File: src/rtl/fetch_stage.sv
// Instruction fetch stage: program launch, sequential fetch with stall/branch
// handling, and halt detection feeding the IF/ID register.
module fetch_stage #(
   parameter logic [15:0] NOP_INSTR   = 16'h6F0F,
   parameter int          PROG_STRIDE = 100
) (
   input  logic        clk,
   input  logic        reset,
   input  logic        start,
   input  logic [3:0]  prog_sel,
   input  logic        stall,
   input  logic        branch_taken,
   input  logic [15:0] branch_target,
   input  logic [15:0] M_instruction,
   output logic [15:0] PCAdd_pc,
   output logic [15:0] IF_instruction,
   output logic [15:0] IF_pc,
   output logic        IF_valid,
   output logic        busy,
   output logic        done
);

   typedef enum logic [1:0] {IDLE, RUN, DONE} state_t;

   // The fetch address space is 12 bits; the top nibble is always zero.
   localparam logic [15:0] ADDR_MASK = 16'h0FFF;

   state_t state;
   logic   start_ok;
   logic   halt;

   function automatic logic [15:0] prog_base(input logic [3:0] sel);
      return (16'(sel) * 16'(PROG_STRIDE)) & ADDR_MASK;
   endfunction

   function automatic logic [15:0] next_addr(input logic [15:0] addr);
      return (addr + 16'd1) & ADDR_MASK;
   endfunction

   assign start_ok = start && (prog_sel >= 4'd1) && (prog_sel <= 4'd9);
   assign halt     = (M_instruction[15:12] == 4'b0001);

   always_ff @(posedge clk) begin
      if (reset) begin
         state          <= IDLE;
         PCAdd_pc       <= 16'd0;
         IF_pc          <= 16'd0;
         IF_instruction <= NOP_INSTR;
         IF_valid       <= 1'b0;
         busy           <= 1'b0;
         done           <= 1'b0;
      end else begin
         case (state)
            RUN: begin
               // A taken branch wins over both stall and a halt in the fetch slot.
               if (branch_taken) begin
                  PCAdd_pc       <= branch_target & ADDR_MASK;
                  IF_instruction <= NOP_INSTR;
                  IF_valid       <= 1'b0;
               end else if (!stall) begin
                  IF_instruction <= M_instruction;
                  IF_pc          <= PCAdd_pc;
                  IF_valid       <= 1'b1;
                  if (halt) begin
                     state <= DONE;
                     busy  <= 1'b0;
                     done  <= 1'b1;
                  end else begin
                     PCAdd_pc <= next_addr(PCAdd_pc);
                  end
               end
            end
            IDLE, DONE: begin
               IF_instruction <= NOP_INSTR;
               IF_valid       <= 1'b0;
               if (start_ok) begin
                  PCAdd_pc <= prog_base(prog_sel);
                  state    <= RUN;
                  busy     <= 1'b1;
                  done     <= 1'b0;
               end
            end
            default: begin
               state <= IDLE;
               busy  <= 1'b0;
               done  <= 1'b0;
            end
         endcase
      end
   end

endmodule
File: config.mk
export PLATFORM = sky130hd
export DESIGN_NAME = fetch_stage
export DESIGN_NICKNAME = d
export VERILOG_FILES = /design/src/rtl/fetch_stage.sv
export SDC_FILE = /design/constraint.sdc
export NUM_CORES = 1
export LEC_CHECK = 0
export ABC_AREA = 1
export CORE_MARGIN = 5
export CORE_UTILIZATION = 48
export CTS_CLUSTER_SIZE = 30
export DETAILED_ROUTE_END_ITERATION = 8
export GPL_TIMING_DRIVEN = 0
export PLACE_DENSITY = 0.87
export SETUP_SLACK_MARGIN = 0.4
export SKIP_CTS_REPAIR_TIMING = 1
export SKIP_LAST_GASP = 1
export SLEW_MARGIN = 10
export SYNTH_ARGS = -nofsm -noshare
export SYNTH_HDL_FRONTEND = slang
export SYNTH_SLANG_ARGS = --single-unit
File: constraint.sdc
create_clock -name clk -period 3.55 [get_ports clk]
set_input_delay 0.355 -clock clk [delete_from_list [all_inputs] [get_ports clk]]
set_output_delay 0.355 -clock clk [all_outputs]
set_load 0.02 [all_outputs]
After elaboration in Yosys (flattened, before gate mapping)
Cells that the tools add are included.
{ "word_totals": {"regBits": 53, "latchBits": 0, "ramBits": 0, "romBits": 0, "in_bits": 41, "out_inout_bits": 51, "mem_count": 0} }
{ "classes": {"n_addsub": 1, "multipliers": 1, "div": 0, "magnitude_cmp": 2, "eq_ne": 9, "shifts": 0, "mux": 26, "bitwise": 2, "n_reduce_logical": 9} }
{ "ops": {"columns": ["cell", "count"], "rows": [
  ["2-to-1 mux 16 bit", 6],
  ["one-hot mux 16 bit (2 select lines)", 2],
  ["adder 12 x 1 -> 12 bit (second input constant)", 1],
  ["2-to-1 mux 1 bit", 10],
  ["multiplier 4 x 5 -> 9 bit (second input constant)", 1],
  ["2-to-1 mux 2 bit", 4],
  ["!= test 2 bit (second input constant)", 4],
  ["AND reduction 4 bit", 2],
  ["!= test 3 bit (second input constant)", 2],
  ["one-hot mux 1 bit (2 select lines)", 3],
  ["== test 4 x 1 -> 1 bit (second input constant)", 1],
  ["greater-or-equal comparator 4 x 1 -> 1 bit (second input constant)", 1],
  ["less-or-equal comparator 4 bit (second input constant)", 1],
  ["one-hot mux 2 bit (2 select lines)", 1],
  ["AND reduction 3 bit", 1],
  ["== test 2 x 1 -> 1 bit (second input constant)", 1],
  ["== test 2 bit (second input constant)", 1],
  ["logical AND 1 bit", 2],
  ["logical NOT 2 bit", 1],
  ["inverter 1 bit", 2],
  ["AND reduction 2 bit", 1],
  ["nonzero test 2 bit", 1],
  ["OR reduction 2 bit", 1]
]} }

Logic depth before layout (Yosys ltp)
{ "logic_depth": {"word_depth": 5, "mapped_depth": 12, "ltp_nobuf": 12} }

Worst setup path after synthesis
Ideal clock, no wire load.
{ "synth_timing": {"path_kind": "input to register", "startpoint": "in prog_sel[0]", "endpoint": "reg PCAdd_pc[7]", "setup_time_ns": 0.064, "arrival_ns": 1.750, "path_slack_ns": 1.735, "stages": 9, "path_buffers": 0, "cell_sequence": "inv_1 > ha_1 > ha_1 > inv_1 > fa_1 > or2_2 > nand2_1 > nor2_1 > nor2_1"} }
{ "synth_between": {"elab_chain_cells": 5, "word_cells_on_any_way": 9, "classes_between": "mul: 1; order compare: 2; eq/ne: 1; mux: 2; reduce/logical: 3"} }
{ "synth_lines": {"columns": ["item", "line_no", "text"], "rows": [
  ["from (decl)", "10", "input logic [3:0] prog_sel,"],
  ["branches (longest 5 deep; another with multiplier 4 x 5 -> 9 bit)", null, null],
  ["to (signal assigned)", "57", "PCAdd_pc <= branch_target & ADDR_MASK;"],
  ["to (signal assigned)", "69", "PCAdd_pc <= next_addr(PCAdd_pc);"],
  ["to (signal assigned)", "77", "PCAdd_pc <= prog_base(prog_sel);"],
  ["to (decl)", "15", "output logic [15:0] PCAdd_pc,"]
]} }
Parallel ways; which one is timed is not known. The select of a mux whose other input is x is not followed.
A chain may end at the register's enable or synchronous reset.

Worst setup path in the final report
{ "layout_timing": {"startpoint": "in prog_sel[0]", "endpoint": "reg PCAdd_pc[10]"} }
The elaborated chain is that of the path after synthesis.

==> flow_results.xml <==
<?xml version="1.0" encoding="UTF-8"?>
<metrics>
  <group name="status">
    <metric name="outcome" unit="">finished, final reports clean</metric>
  </group>
  <group name="setup_path">
    <metric name="cp_max_fo" unit="">4</metric>
    <metric name="setup.worst_path.end_class" unit="">flip-flop</metric>
    <metric name="reg2reg_from" unit="">state[0]</metric>
    <metric name="slowest_stage" unit="">clkdlybuf4s50_1</metric>
    <metric name="timing.reg2reg.setup_slack" unit="ns">1.73</metric>
    <metric name="critical_path_buf_inv_count" unit="">4</metric>
    <metric name="timing.critical_path.max_delay_family" unit="">adder cells</metric>
    <metric name="crit_path_cell_trace" unit="">clkdlybuf4s50_1 &gt; inv_1 &gt; ha_1 &gt; ha_1 &gt; inv_1 &gt; fa_1 &gt; inv_1 &gt; nand3_1 &gt; a21oi_1 &gt; nor2_1 &gt; a21oi_1 &gt; a21oi_1</metric>
    <metric name="worstRegToRegCells" unit="">8</metric>
    <metric name="launching_element_type_of_the_critical_path" unit="">input port</metric>
    <metric name="cp_slowest_stage_delay" unit="ns">0.54</metric>
    <metric name="reg2reg_to" unit="">IF_instruction[1]</metric>
    <metric name="timing.setup.critical_path_class" unit="">in -&gt; reg</metric>
    <metric name="worst-endpoint-required" unit="ns">3.73</metric>
    <metric name="critical_path_arrival" unit="ns">2.47</metric>
  </group>
  <group name="timing">
    <metric name="fin_setup_tns" unit="ns">0</metric>
    <metric name="final-setup-viol-count" unit="">0</metric>
    <metric name="final.min_clock_period" unit="ns">2.29</metric>
    <metric name="max_freq" unit="MHz">437</metric>
    <metric name="timing.final.crit_share" unit="%">64.4</metric>
    <metric name="unrepaired_setup_endpoints_after_global_routing" unit="">no</metric>
    <metric name="clock-skew-final" unit="ns">0.00913</metric>
    <metric name="maxSlewViolCount" unit="">0</metric>
    <metric name="timing_hold_violations_final" unit="">0</metric>
  </group>
  <group name="floorplanning">
    <metric name="fp.dieArea" unit="um2">6560</metric>
    <metric name="placementRows" unit="">25</metric>
    <metric name="die_x" unit="um">81.0</metric>
    <metric name="dieHeight" unit="um">81.0</metric>
    <metric name="initial_core_util" unit="%">50.2</metric>
    <metric name="core_area" unit="um2">4820</metric>
    <metric name="num_io_pins" unit="">92</metric>
  </group>
  <group name="cells_and_area">
    <metric name="fill_cells" unit="">420</metric>
    <metric name="area_growth_syn_to_layout" unit="%">41.0</metric>
    <metric name="layout.area.seq" unit="um2">861</metric>
    <metric name="fin_nets" unit="">491</metric>
    <metric name="antenna-diode-count" unit="">0</metric>
    <metric name="multi_input_area" unit="um2">1340</metric>
    <metric name="layout-drive-gt1-share" unit="%">9.63</metric>
    <metric name="postLayoutCoreUtil" unit="%">70.8</metric>
  </group>
  <group name="pwr">
    <metric name="total_leakage_power" unit="uW">0.00145</metric>
    <metric name="max-vdd-ir-drop" unit="mV">0.228</metric>
    <metric name="power-per-cell-area" unit="nW/um2">338</metric>
  </group>
  <group name="placed_design">
    <metric name="dpl.hpwl" unit="um">5410</metric>
    <metric name="gp_routability_congestion" unit="">0.901</metric>
    <metric name="io_buffers" unit="">78</metric>
  </group>
  <group name="clocking">
    <metric name="clkSinkCount" unit="">43</metric>
    <metric name="cts-htree-levels" unit="">2</metric>
    <metric name="clock_tree_from_tritoncts" unit="">built</metric>
    <metric name="ctsLongestPathBuffers" unit="">2</metric>
    <metric name="worst_setup_hold_path_clk_slew" unit="ns">0.08</metric>
    <metric name="cts_made_buffers" unit="">5</metric>
    <metric name="root_buf_cell" unit="">clkbuf_8</metric>
    <metric name="insertion_delay" unit="ns">0.30</metric>
  </group>
  <group name="global_route">
    <metric name="grt_pass1_vias" unit="">2385</metric>
    <metric name="antenna_found_initial" unit="">0</metric>
    <metric name="grt_overflow_total" unit="">0</metric>
    <metric name="groute.layer.met2.usage" unit="%">35.9</metric>
    <metric name="gr-usage-all-layers" unit="%">21.5</metric>
    <metric name="grtUsageMet3" unit="%">3.88</metric>
    <metric name="grt_busiest_layer" unit="">met2</metric>
    <metric name="grt.met1_usage" unit="%">27.8</metric>
    <metric name="grt_pass1_wl" unit="um">11000</metric>
    <metric name="grt_max_degree" unit="">13</metric>
  </group>
  <group name="yosys">
    <metric name="share_of_the_synthesized_area_in_the_top_cell_type" unit="%">35.6</metric>
    <metric name="synth_edf_count" unit="">0</metric>
    <metric name="yosysWarnings" unit="">0</metric>
    <metric name="async_reset_ff_share" unit="%">0</metric>
    <metric name="synth_seq_area_share" unit="%">35.6</metric>
    <metric name="syn_std_cell_area" unit="um2">2420</metric>
    <metric name="ys_seq_elements" unit="">43</metric>
    <metric name="synth_area_per_cell" unit="um2">7.05</metric>
    <metric name="post-synth-top-area-cell" unit="">dfxtp_1</metric>
    <metric name="yosys.cell_count.top_type" unit="">nand2_1</metric>
    <metric name="postSynth.topFlopCell" unit="">dfxtp_1</metric>
    <metric name="synth.top_cells.by_count" unit="">nand2_1, nor2_1, dfxtp_1</metric>
    <metric name="netlist-cell-type-count" unit="">28</metric>
    <metric name="ranking_of_synthesized_cells_by_area" unit="">dfxtp_1, nand2_1, nor2_1, ha_1, a21oi_1</metric>
    <metric name="mapped_cells" unit="">343</metric>
  </group>
  <group name="drt">
    <metric name="post_drt_via_cell_ratio" unit="">5.11</metric>
    <metric name="detail_route.iter0.violations" unit="">223</metric>
    <metric name="first_drt_pass_iteration_count" unit="">6</metric>
    <metric name="routedWlPerCell" unit="um">13.9</metric>
    <metric name="final_antenna_net_count" unit="">0</metric>
    <metric name="number_of_remaining_drc_errors" unit="">0</metric>
    <metric name="routed_wirelength" unit="um">7000</metric>
    <metric name="routed_via_count" unit="">2571</metric>
  </group>
  <group name="worst_hold_path">
    <metric name="worst_hold_startpoint" unit="">IF_instruction[5]</metric>
    <metric name="worst_hold_path_type" unit="">reg -&gt; reg</metric>
    <metric name="hold-path-cell-count" unit="">2</metric>
    <metric name="hold-path-endpoint" unit="">IF_instruction[5]</metric>
  </group>
  <group name="job">
    <metric name="drv_cap" unit="">0</metric>
  </group>
</metrics>
[worst reg2reg max path, cell delays in order (launching register included)]
cell and delay, ns:
dfxtp_1 0.47, inv_2 0.18, nor2_4 0.14, o21ai_2 0.10, nor3_4 0.31, inv_2 0.16
buf_6 0.19, o22ai_2 0.09, nand2_1 0.07
[worst max-delay path by stage]
stage,from,end,slack [ns],depth (start not counted)
floorplan,prog_sel[0],PCAdd_pc[7],1.74,9
global placement,prog_sel[2],PCAdd_pc[8],1.00,12
detailed placement,prog_sel[2],PCAdd_pc[8],0.98,12
CTS,prog_sel[2],PCAdd_pc[8],1.29,12
global route,prog_sel[2],PCAdd_pc[8],1.00,12
finish,prog_sel[0],PCAdd_pc[10],1.26,12
[layout make-up]
| class | count | area share [%] |
|---|---|---|
| well taps | 67 | 2.46 |
| clock buffers | 8 | 2.94 |
| repair buffers | 78 | 22.9 |
| flip-flops and latches | 43 | 25.2 |
| inverters | 32 | 3.52 |
| plain buffers | 20 | 3.74 |
| multi-input cells | 255 | 39.2 |
[layout by cell type, fill, tap and decap left out, drive strengths merged]
cell	netlist	routed
clkbuf	5	13
o211ai	2	2
ha	14	14
nand4	3	3
dfxtp	43	43
or2	2	2
o22ai	10	10
buf	15	15
clkdlybuf4s50	0	78
fa	1	1
nand3b	1	1
a22oi	1	1
a21oi	31	31
o21ai	25	25
nor2	56	56
conb	1	8
nand3	26	26
nor3	1	1
inv	32	32
nand2	74	74
[kinds of logic after synthesis]
family | Yosys count | share of synthesized area, %
other | 1 | 0.155
buffers and inverters | 52 | 10.2
and+or+nand+nor | 163 | 28.3
adders and majority gates | 15 | 8.07
DFF | 43 | 35.6
AOI/OAI and AO/OA | 69 | 17.6
[report_power, final]
part / switching, uW / total (uW) / internal [uW]
registers: 28.1 / 530 / 502
logic: 158 / 284 / 127
clock network: 162 / 339 / 178
total: 347 / 1150 / 806
[through the flow]
stage	hold slack (ns)	worst slack (ns)	instance area [um2]	total power (uW)	std cells
2_1_floorplan	0.424	1.74	2440	699	350
3_3_place_gp	0.451	1.00	3310	815	495
3_5_place_dp	0.459	0.982	3310	819	495
4_1_cts	0.474	1.29	3410	1150	503
5_1_grt	0.500	1.00	3410	1210	503
6_report	0.468	1.26	3410	1150	503
[state kept, by name, summed over array words and instances, names as in the netlist]
register,flops
IF_instruction,16
IF_pc,12
PCAdd_pc,12
state,2
IF_valid,1
[metal layers]
metal	share of wire, %	wire length, um
met5	0	0
met4	1.8	129
met3	6.9	484
met2	49	3410
met1	43	2970
No activity file was read; power rests on OpenSTA's default activity.
==> RTL edit 1, RTL diff (config.mk and constraints unchanged) <==
Encoding of `state_t`: now one-hot (3 bits for 3 states).
--- a/src/rtl/fetch_stage.sv
+++ b/src/rtl/fetch_stage.sv
@@ -22,3 +22,3 @@
 
-   typedef enum logic [1:0] {IDLE, RUN, DONE} state_t;
+   typedef enum logic [2:0] {IDLE = 3'b001, RUN = 3'b010, DONE = 3'b100} state_t;
 
Function: no difference found for any inputs over 10 cycles, from zero or initial values and one cycle with reset high; not proved beyond that.
==> RTL edit 1 against the original RTL <==
  * Clock skew grew 5.4 ps
  * Largest cell class unchanged
  * Wire length up 9.7%
  * Area after synthesis is 5.2% higher
  * Critical path type unchanged
  * Total power grew 11%
  * Sequential cell count up 2
  * Non-clock buffer count increased by 2
  * Design area up 3.8%
  * Setup slack gained 18 ps
  * Highest routed layer unchanged
  * Global-route usage up 1.9 points
  * Fmax is 0.81% higher
==> RTL edit 1: results (changes against the original RTL) <==
| Metric | Value |
|---|---|
| Crit path DAT | 2520 ps (+50 ps) |
| Outcome | completed |
| Peak supply drop | 293 uV (+28%) |
| R2r setup slk | 1950 ps (+220 ps) |
| Worst Hold End | IF_valid |
| Internal Pwr Total | 0.831 mW (+3.1%) |
| Actual slew at the worst max-slew pin | 509 ps |
| Root Buffer | clkbuf_8 |
| Hold Path Cell Cnt | 2 (unchanged) |
| Top cells by area, synth | dfxtp_1, nand2_1, nor2_1 |
| Synth cell count leaders | nand2_1, nor2_1, dfxtp_1, nand3_1, inv_1 |
| Post-synthesis async set-or-reset flop share | 0% (unchanged) |
| Layout cells sized above 1 | 8.44% (-1.2 points) |
| Clock Skews | 14.6 ps (+5.44 ps) |
| Largest registers | IF_instruction: 16 flops, IF_pc: 12 flops, PCAdd_pc: 12 flops |
| Routed length per instance | 14.4 microns (+3.7%) |
| First-pass GRT wire length | 12.2 mm (+12%) |
| Crit path max fanout | 4 (unchanged) |
| HPWL after detailed placement | 5.96 mm (+10%) |
| M3 GR Usage | 7.99% (+4.1 points) |
| Worst min-delay path class | reg2reg |
| Worst skew pair latency | 320 ps (+20 ps) |
| H-tree lvl count | 2 (unchanged) |
| M1 GR Usage | 27.0% (-0.83 points) |
| Initial antenna violation count | 0 (unchanged) |
| Top FF cell, synth | dfxtp_1 |
| Global routing usage on met2 | 40.1% (+4.3 points) |
| Lkg Pwr | 1.51 nW (+4.7%) |
| CP top delay family | adder cells |
| Gr usage total | 23.4% (+1.9 points) |
| Setup WS pre-CTS | 989 ps (+7.03 ps) |
| First element of the critical path | prog_sel[0] |
| Clock slew seen by the registers of the worst setup and hold paths | 90 ps |
| Hold Crit Start | IF_valid |
| Routability cong. | 0.872 (-3.3%) |
| Register area share after synthesis | 35.4% (-0.18 points) |
| Hold Worst Slack | 466 ps (-2.10 ps) |
| Final #Nets | 517 (+5.3%) |
| Count of cell types in the netlist | 30 (+7.1%) |
| Via density | 5.15 (+0.69%) |
| Worst path max stage delay | 540 ps (about the same) |
| Detailed Routing Iterations Pass 1 | 4 (-2) |
| Largest net degree at the start of global routing | 16 (+3) |
| R2R cell count | 8 (unchanged) |
| Final WL | 7.67 mm (+9.7%) |
| IO Port Bufs | 79 (+1.3%) |
| Yosys warnings | 0 (unchanged) |
| Crit Reg-Reg Startpoint | state[2] |
| Cells after synthesis | 368 (+7.3%) |
| Starting DRT DRC Count | 167 (-25%) |
| Vias in the first global route | 2659 (+11%) |
| FF-to-FF End | PCAdd_pc[4] |
[RTL edit 1: cell families (layout without fill, tap and decap cells)]
family / Yosys count / count (layout) / synth area share (%)
simple gates: 193 / 193 / 33.1
xor+xnor: 1 / 1 / 0.344
flops: 45 / 45 / 35.4
buf+inv: 54 / 141 / 10.5
fa+ha+maj: 15 / 15 / 7.67
other cells: 1 / 8 / 0.147
compound gates: 59 / 59 / 12.8
[RTL edit 1: power groups by stage]
stage	combinational, mW	clock, mW	sequential (mW)
finish	0.388	0.337	0.555
global route	0.425	0.358	0.560
CTS	0.386	0.341	0.555
detailed placement	0.385	0	0.567
global placement	0.373	0	0.566
floorplan	0.218	0	0.585
[RTL edit 1: worst max path at each step]
stage | end | slack (ps) | depth (start not counted)
finish | PCAdd_pc[7] | 1280 | 9
global route | PCAdd_pc[10] | 1180 | 14
CTS | PCAdd_pc[7] | 1320 | 9
detailed placement | PCAdd_pc[7] | 990 | 9
global placement | PCAdd_pc[7] | 1050 | 9
floorplan | PCAdd_pc[7] | 1710 | 8
[RTL edit 1: per-stage QoR]
step	util [%]	instance area (sq um)	total power, mW
floorplan	-	2570	0.803
global placement	67.1	3450	0.939
detailed placement	67.1	3450	0.951
CTS	68.8	3540	1.28
global route	68.8	3540	1.34
finish	68.8	3540	1.28
[RTL edit 1: per-layer routing]
layer  vias to the layer above  wire [microns]
li1                       1357               -
met2                        98            3760
met4                         0             180
met3                        23             662
met5                         -               0
met1                      1260            3060
[RTL edit 1: area by class of cell]
cell class	instances	area, sq um
Inverter	33	124
Clock inverter	3	21.3
Fill cell	464	1600
Buffer	21	143
Sequential cell	45	901
Multi-Input combinational cell	276	1400
Tap cell	70	87.6
Timing Repair Buffer	79	791
Clock buffer	5	68.8
==> RTL edit 2, RTL diff (same flow settings) <==
Made on the original files. Set the parameter `NOP_INSTR` to 16'h3787 (it was 16'h6F0F).
--- a/src/rtl/fetch_stage.sv
+++ b/src/rtl/fetch_stage.sv
@@ -3,3 +3,3 @@
 module fetch_stage #(
-   parameter logic [15:0] NOP_INSTR   = 16'h6F0F,
+   parameter logic [15:0] NOP_INSTR   = 16'h3787,
    parameter int          PROG_STRIDE = 100
Function: changed (a bounded check fails within 4 cycles, from zero or initial values and one cycle with reset high).
==> RTL edit 2 against the original RTL <==
  * Fmax down 0.73%
  * First-iteration DRC count is 24% lower
  * Design area shrank 0.22%
  * Combinational power about the same
  * Wire length unchanged
  * Hold slack got worse by 2.6 ps
  * Via count is 0.31% higher
  * Sequential cell count did not move
  * Total power shrank 3.1%
  * Global-route usage is 0.95 points higher
  * Area after synthesis grew 0.47%
  * Clock power down 10%
  * Utilization fell by 0.16 points
  * Setup slack lost 17 ps
==> RTL edit 2: results (changes against the original RTL) <==
| Metric | Value |
|---|---|
| Clock buffer count | 7 (-1) |
| Outcome | completed |
| Count of cell types in the netlist | 31 (+11%) |
| Detailed Routing Iterations Pass 1 | 5 (-1) |
| Part of the power in combinational logic | 25.4% (+0.7 points) |
| Via count | 2579 (+0.31%) |
| Layout cells sized above 1 | 9.15% (-0.48 points) |
| Lkg Pwr | 1.44 nW (-0.66%) |
| Nonclk inv count | 33 (+3.1%) |
| #MultiIn Comb | 256 (+0.39%) |
| Seq pwr share | 47.3% (+1.4 points) |
| Sequential share of cell area | 25.3% (+0.056 points) |
| Final WL | 7.00 mm (unchanged) |
| Top cells by area, synth | dfxtp_1, nand2_1, nor2_1 |
| Compound-Gate Fraction of Synth Area | 17.5% (-0.13 points) |
| Vias in the first global route | 2483 (+4.1%) |
| Layout clock area frac | 2.39% (-0.55 points) |
| Routability cong. | 0.859 (-4.6%) |
| Area occupied by multi-input gates | 1340 sq um (+0.19%) |
| Non-clk buf share | 26.8% (+0.13 points) |
| Adder-Cell Fraction of Synth Area | 8.03% (-0.037 points) |
| Final #Nets | 492 (+0.20%) |
| Sequential power | 0.529 mW (about the same) |
| Synth cell count leaders | nand2_1, nor2_1, dfxtp_1, a21oi_1, inv_1 |
| Bufs w/o clock | 97 (-1.0%) |
| Fillers | 414 (-1.4%) |
| First-pass GRT wire length | 11.5 mm (+5.3%) |
| Mapped Avg Cell Area | 7.06 sq um (+0.17%) |
| Crit path DAT | 2530 ps (+60 ps) |
| Via density | 5.12 (+0.11%) |
| Sw Share | 31.5% (+1.4 points) |
| Placed cells | 496 (+0.20%) |
| Gr usage total | 22.4% (+0.95 points) |
[RTL edit 2: changes by cell type in the layout (fill, tap and decap cells not counted), moves of 2 or more]
cell,delta
buf_6,+2
buf_4,-2
o21ai_1,-6
buf_2,-2
o21ai_0,+6
clkbuf_8,-2
[RTL edit 2: final timing paths]
check / end / slack [ps] / depth (start not counted)
hold reg to reg: IF_instruction[11] / 470 / 2
setup / recovery: PCAdd_pc[10] / 1250 / 13
setup reg to reg: IF_instruction[10] / 1690 / 8
hold / removal: IF_instruction[11] / 470 / 2
[RTL edit 2: routing by layer]
metal	track usage (%)	vias to the layer above	part of all wire (%)
met1	29.1	1175	42
li1	-	1286	-
met2	36.5	105	48
met4	7.26	0	1.6
met3	5.54	13	8.3
met5	0	-	0
[RTL edit 2: stage by stage]
step,setup WS [ps],instance area (sq um)
2_1_floorplan,1740,2460
3_3_place_gp,1000,3320
3_5_place_dp,963,3320
4_1_cts,1270,3400
5_1_grt,1120,3400
6_report,1250,3400
